$ cat src/rtl/uart_baud_cfg.sv
// Divisor configuration for the UART baud-rate generator: host writes or auto-baud
// start-bit measurement, with every new divisor applied only on a generator tick.
module uart_baud_cfg #(
  parameter int DVSR_W      = 6,
  parameter int RESET_DVSR  = 53,
  parameter int CNT_W       = 11,
  parameter int SYNC_STAGES = 2
) (
  input  logic              i_CLK,
  input  logic              i_RST_n,
  input  logic              i_TICK,
  input  logic              i_RX,
  input  logic              cfg_valid,
  input  logic [DVSR_W-1:0] cfg_dvsr,
  output logic              cfg_ready,
  input  logic              ab_start,
  output logic              ab_busy,
  output logic              ab_done,
  output logic              ab_err,
  output logic [DVSR_W-1:0] DVSR,
  output logic              pend
);

  localparam logic [2:0] ST_IDLE    = 3'd0;
  localparam logic [2:0] ST_PEND    = 3'd1;
  localparam logic [2:0] ST_AB_IDLE = 3'd2;
  localparam logic [2:0] ST_AB_FALL = 3'd3;
  localparam logic [2:0] ST_AB_MEAS = 3'd4;
  localparam logic [2:0] ST_AB_CALC = 3'd5;

  localparam logic [CNT_W-1:0] W_MAX = {CNT_W{1'b1}};
  localparam logic [CNT_W:0]   N_MAX = (CNT_W+1)'(2 ** DVSR_W);

  logic [1:0]             rst_sync;
  logic                   rst_n;
  logic [SYNC_STAGES-1:0] rx_sync;
  logic                   rx_s;

  logic [2:0]        state_q, state_d;
  logic [CNT_W-1:0]  w_q, w_d;
  logic [DVSR_W-1:0] pend_q, pend_d;
  logic [DVSR_W-1:0] dvsr_q, dvsr_d;
  logic [CNT_W:0]    n;

  // Asynchronous assertion, release synchronized to i_CLK.
  always_ff @(posedge i_CLK or negedge i_RST_n) begin
    if (!i_RST_n) rst_sync <= 2'b00;
    else          rst_sync <= {rst_sync[0], 1'b1};
  end
  assign rst_n = rst_sync[1];

  always_ff @(posedge i_CLK or negedge rst_n) begin
    if (!rst_n) rx_sync <= {SYNC_STAGES{1'b1}};
    else        rx_sync <= {rx_sync[SYNC_STAGES-2:0], i_RX};
  end
  assign rx_s = rx_sync[SYNC_STAGES-1];

  // Round the measured bit width to the nearest multiple of 16 clocks.
  assign n = ({1'b0, w_q} + (CNT_W+1)'(8)) >> 4;

  always_comb begin
    state_d = state_q;
    w_d     = w_q;
    pend_d  = pend_q;
    dvsr_d  = dvsr_q;
    ab_done = 1'b0;
    ab_err  = 1'b0;
    case (state_q)
      ST_IDLE: begin
        if (cfg_valid) begin
          pend_d  = cfg_dvsr;
          state_d = ST_PEND;
        end else if (ab_start) begin
          state_d = ST_AB_IDLE;
        end
      end
      ST_PEND: begin
        if (i_TICK) begin
          dvsr_d  = pend_q;
          state_d = ST_IDLE;
        end
      end
      ST_AB_IDLE: if (rx_s) state_d = ST_AB_FALL;
      ST_AB_FALL: begin
        if (!rx_s) begin
          w_d     = CNT_W'(1);
          state_d = ST_AB_MEAS;
        end
      end
      ST_AB_MEAS: begin
        if (rx_s) begin
          state_d = ST_AB_CALC;
        end else if (w_q == W_MAX) begin
          ab_err  = 1'b1;
          state_d = ST_IDLE;
        end else begin
          w_d = w_q + CNT_W'(1);
        end
      end
      ST_AB_CALC: begin
        if (n == '0 || n > N_MAX) begin
          ab_err  = 1'b1;
          state_d = ST_IDLE;
        end else begin
          pend_d  = DVSR_W'(n - (CNT_W+1)'(1));
          ab_done = 1'b1;
          state_d = ST_PEND;
        end
      end
      default: state_d = ST_IDLE;
    endcase
  end

  always_ff @(posedge i_CLK or negedge rst_n) begin
    if (!rst_n) begin
      state_q <= ST_IDLE;
      w_q     <= '0;
      pend_q  <= '0;
      dvsr_q  <= DVSR_W'(RESET_DVSR);
    end else begin
      state_q <= state_d;
      w_q     <= w_d;
      pend_q  <= pend_d;
      dvsr_q  <= dvsr_d;
    end
  end

  assign cfg_ready = (state_q == ST_IDLE);
  assign pend      = (state_q == ST_PEND);
  assign ab_busy   = (state_q == ST_AB_IDLE) || (state_q == ST_AB_FALL) ||
                     (state_q == ST_AB_MEAS) || (state_q == ST_AB_CALC);
  assign DVSR      = dvsr_q;

endmodule

$ cat config.mk
export PLATFORM = sky130hd
export DESIGN_NAME = uart_baud_cfg
export DESIGN_NICKNAME = d
export VERILOG_FILES = /design/src/rtl/uart_baud_cfg.sv
export SDC_FILE = /design/constraint.sdc
export NUM_CORES = 1
export LEC_CHECK = 0
export CORE_ASPECT_RATIO = 1.4
export CORE_MARGIN = 2
export CORE_UTILIZATION = 60
export CTS_CLUSTER_SIZE = 20
export DETAILED_ROUTE_END_ITERATION = 6
export HOLD_SLACK_MARGIN = 0.06
export PLACE_DENSITY_LB_ADDON = 0.05
export SLEW_MARGIN = 30
export SYNTH_ARGS = -nofsm -noshare
export SYNTH_HDL_FRONTEND = slang
export SYNTH_SLANG_ARGS = --single-unit
export TNS_END_PERCENT = 10
$ cat constraint.sdc
create_clock -name i_CLK -period 5.73 [get_ports i_CLK]
set_input_delay 1.4325 -clock i_CLK [delete_from_list [all_inputs] [get_ports i_CLK]]
set_output_delay 1.4325 -clock i_CLK [all_outputs]
set_load 0.005 [all_outputs]
==> results_dict.tcl <==
set metrics [dict create \
    synth_compound_area_share_pct 13.8 \
    async_reset_ff_share_pct 100 \
    maxCapViolCount 0 \
    grt_max_degree 29 \
    max_slew_margin_pct 40.6 \
    placed_area_mm2 0.00216 \
    cp-start-kind "flip-flop" \
    reg2reg_depth 7 \
    r2r_start "w_q[4]$_DFFE_PN0P_" \
    clockBufferDepth 2 \
    synth.distinct_cells 51 \
    viasPerCell 5.90 \
    status "completed" \
    core_region_area_mm2 0.00312 \
    total_power_mw 0.928 \
    syn_area_mm2 0.00196 \
    path_class "flip-flop to primary output" \
    final_area_mm2 0.00225 \
    hold_viol 0 \
    insertion_delay_ns 0.28 \
    crit_path_max_fanout 10 \
    detail_route.wl_per_cell_um 15.6 \
    antenna_left 0 \
    grt_pass1_vias 1560 \
    die_h_um 71.7 \
    p_leak_nw 0.905 \
    synthSimpleGateAreaFrac_pct 22.3 \
    crit_path_top_delay_cell "clkdlybuf4s50_1" \
    p_clk_share_pct 18.1 \
    worstPathCellList "ha_1, nor3b_1, mux2_4, o2111ai_4, mux2i_1, nand2_1, o41ai_1, clkdlybuf4s50_1" \
    drc 0 \
    max_freq_mhz 226 \
    fin_nets 239 \
    nFillCells 248 \
    drive_gt1_share_pct 16.5 \
    p_seq_share_pct 40.3 \
    p_sw_mw 0.311 \
    finalCritPeriodShare_pct 77.4 \
    crit_required_ns 4.30 \
    postCtsSetupRepairBufs 0 \
    final.setup_skew_ns 0.00325 \
    dieArea_mm2 0.00375 \
    place_congestion 0.902 \
    wl_um 4100 \
    diodes 0 \
    synth_nets 224 \
    tightestPinTransition_ns 0.885 \
    grt_overflow_total 0 \
    grt_pass1_wl_um 6930 \
    dp_hpwl_um 3150 \
    io_pins 23 \
    antenna_found_initial 0 \
    synth_top_family_by_area "simple AND/OR/NAND/NOR gates" \
    initial_core_util_pct 62.9 \
    combPwrFrac_pct 41.6 \
    grt_usage_pct 24.3 \
    hold_class "flip-flop to asynchronous set/reset pin" \
    rsz0062_at_grt "false" \
    die_w_um 52.4 \
    ys.flop_type "dfrtp_1" \
    p_int_mw 0.617 \
    power_density_mw_per_mm2 412 \
    synth_edf_count 0 \
    final_util_pct 72.1 \
    switching_share_pct 33.5 \
    cts_resized 0 \
    fin_setup_tns_ns 0 \
    io_buffers 22 \
    row_count 24 \
    clkTransAtPathRegs_ns 0.06 \
    cp-end-kind "primary output" \
    finalMaxSlewViolations 0 \
    max_stage_delay_ns 0.56 \
    yosysWarnings 0 \
    arrival_ns 3.00 \
    synth_xor_area_share_pct 7.13 \
    cts_hold_repair.buffers 0 \
    via_count 1552 \
    regToRegSetupSlack_ns 3.08 \
    tritoncts "done" \
    fin_crit_ns 4.43 \
    dr.pass1.iters 4 \
    cts_root_buffer "clkbuf_8" \
    numCtsBuffers 5 \
    synth_seq_cells 30 \
    vdd_drop_max_v 0.000259 \
    synthAdderAreaFrac_pct 2.55 \
    hold_ws_ns 0.282 \
    synthMuxAreaShare_pct 10.8 \
    avgSynthCellArea_um2 9.44 \
    endpoint "ab_err" \
    drt_iter0_markers 40 \
    syn2layout_area_growth_pct 14.6 \
    cts.sinks 30 \
    htreeDepth 2 \
    setup_violations 0 \
    cp-startpoint "w_q[4]$_DFFE_PN0P_" \
    synthCells 208 \
    synth-seq-area-share_pct 38.6 \
    timing.rr.end "pend_q[2]$_DFFE_PN0P_" \
]
## cell type report
| class | count | area, um2 | area share, % |
|---|---|---|---|
| clock buffer | 7 | 86.3 | 3.84 |
| clock inverter | 1 | 5.00 | 0.222 |
| inverter | 4 | 15.0 | 0.667 |
| multi-input combinational | 160 | 1120 | 49.6 |
| sequential | 30 | 759 | 33.7 |
| tap | 39 | 48.8 | 2.17 |
| timing repair buffer | 22 | 220 | 9.78 |
## cell usage after synthesis (2+ instances only)
| cell type | instances | area (um2) |
|---|---|---|
| a21oi_1 | 3 | 15.0 |
| and3_1 | 2 | 12.5 |
| and4_1 | 2 | 17.5 |
| buf_2 | 2 | 10.0 |
| buf_4 | 5 | 37.5 |
| clkbuf_1 | 6 | 22.5 |
| dfrtp_1 | 24 | 601 |
| dfstp_2 | 6 | 158 |
| ha_1 | 4 | 50.1 |
| inv_1 | 4 | 15.0 |
| mux2_2 | 6 | 67.6 |
| mux2_4 | 7 | 105 |
| mux2i_1 | 4 | 40.0 |
| nand2_1 | 18 | 67.6 |
| nand2b_1 | 5 | 31.3 |
| nand3_1 | 6 | 30.0 |
| nand3_2 | 3 | 30.0 |
| nand4_1 | 4 | 25.0 |
| nor2_1 | 29 | 109 |
| nor3_1 | 7 | 35.0 |
| nor3b_1 | 2 | 15.0 |
| o211ai_1 | 2 | 15.0 |
| o21ai_0 | 13 | 65.1 |
| o21ai_1 | 2 | 10.0 |
| or4_1 | 2 | 15.0 |
| xnor2_1 | 12 | 105 |
| xor2_1 | 4 | 35.0 |
## critical path: cells and delay by family (launching register included)
| family | cells | cell delay, ns |
|---|---|---|
| muxes | 2 | 0.65 |
| buffers and inverters | 1 | 0.56 |
| DFF | 1 | 0.54 |
| adders and majority gates | 1 | 0.47 |
| AOI/OAI and AO/OA | 2 | 0.31 |
| and+or+nand+nor | 2 | 0.19 |
## logic make-up after synthesis
family / count (synthesis)
AOI/OAI and AO/OA: 35
buffers and inverters: 18
DFF: 30
xor gates and xnor gates: 16
muxes: 17
adders and majority gates: 4
and+or+nand+nor: 87
other: 1
## how the worst min path moves through the flow
stage                              to  slack (ns)  cells past startpoint
3_5_place_dp       w_q[1]$_DFFE_PN0P_        0.29                      0
2_1_floorplan   rst_sync[1]$_DFF_PN0_        0.33                      0
3_3_place_gp    rst_sync[1]$_DFF_PN0_        0.34                      0
6_report       state_q[2]$_DFFE_PN0P_        0.28                      0
4_1_cts            w_q[1]$_DFFE_PN0P_        0.30                      0
5_1_grt        state_q[2]$_DFFE_PN0P_        0.34                      0
## cell usage in the layout, fill, tap and decap left out, drive strengths merged, types with 5 or more instances in the layout
cell | Yosys | layout
mux2 | 13 | 13
xnor2 | 12 | 12
dfstp | 6 | 6
nand2 | 18 | 18
nor3 | 7 | 7
clkbuf | 7 | 7
dfrtp | 24 | 24
o21ai | 15 | 15
clkdlybuf4s50 | 0 | 22
nor2 | 29 | 29
nand2b | 5 | 5
nand3 | 9 | 9
## power groups by stage
| stage | combinational (mW) | clock, mW | sequential (mW) |
|---|---|---|---|
| floorplan | 0.298 | 0 | 0.333 |
| CTS | 0.390 | 0.173 | 0.373 |
| finish | 0.386 | 0.168 | 0.374 |
| global placement | 0.375 | 0 | 0.367 |
| detailed placement | 0.388 | 0 | 0.376 |
| global route | 0.424 | 0.180 | 0.385 |
## sequential cells by signal, summed over array words and instances, names as in the netlist
| name | count |
|---|---|
| rx_sync | 2 |
| state_q | 3 |
| pend_q | 6 |
| w_q | 11 |
| DVSR | 6 |
| rst_sync | 2 |
## through the flow
stage	setup slack, ns	std cells
after floorplan	2.52	208
after global placement	1.72	255
after detailed placement	1.62	255
after CTS	1.31	263
after global routing	1.14	263
final	1.30	263
## layer usage
layer | GRT usage, % | share of wire [%] | up-vias
met5 | 0 | 0 | -
met1 | 27.3 | 40 | 748
li1 | - | - | 756
met2 | 43.5 | 54 | 37
met4 | 10.3 | 2.0 | 0
met3 | 4.38 | 3.8 | 11
Power figures use the tool's default switching activity.
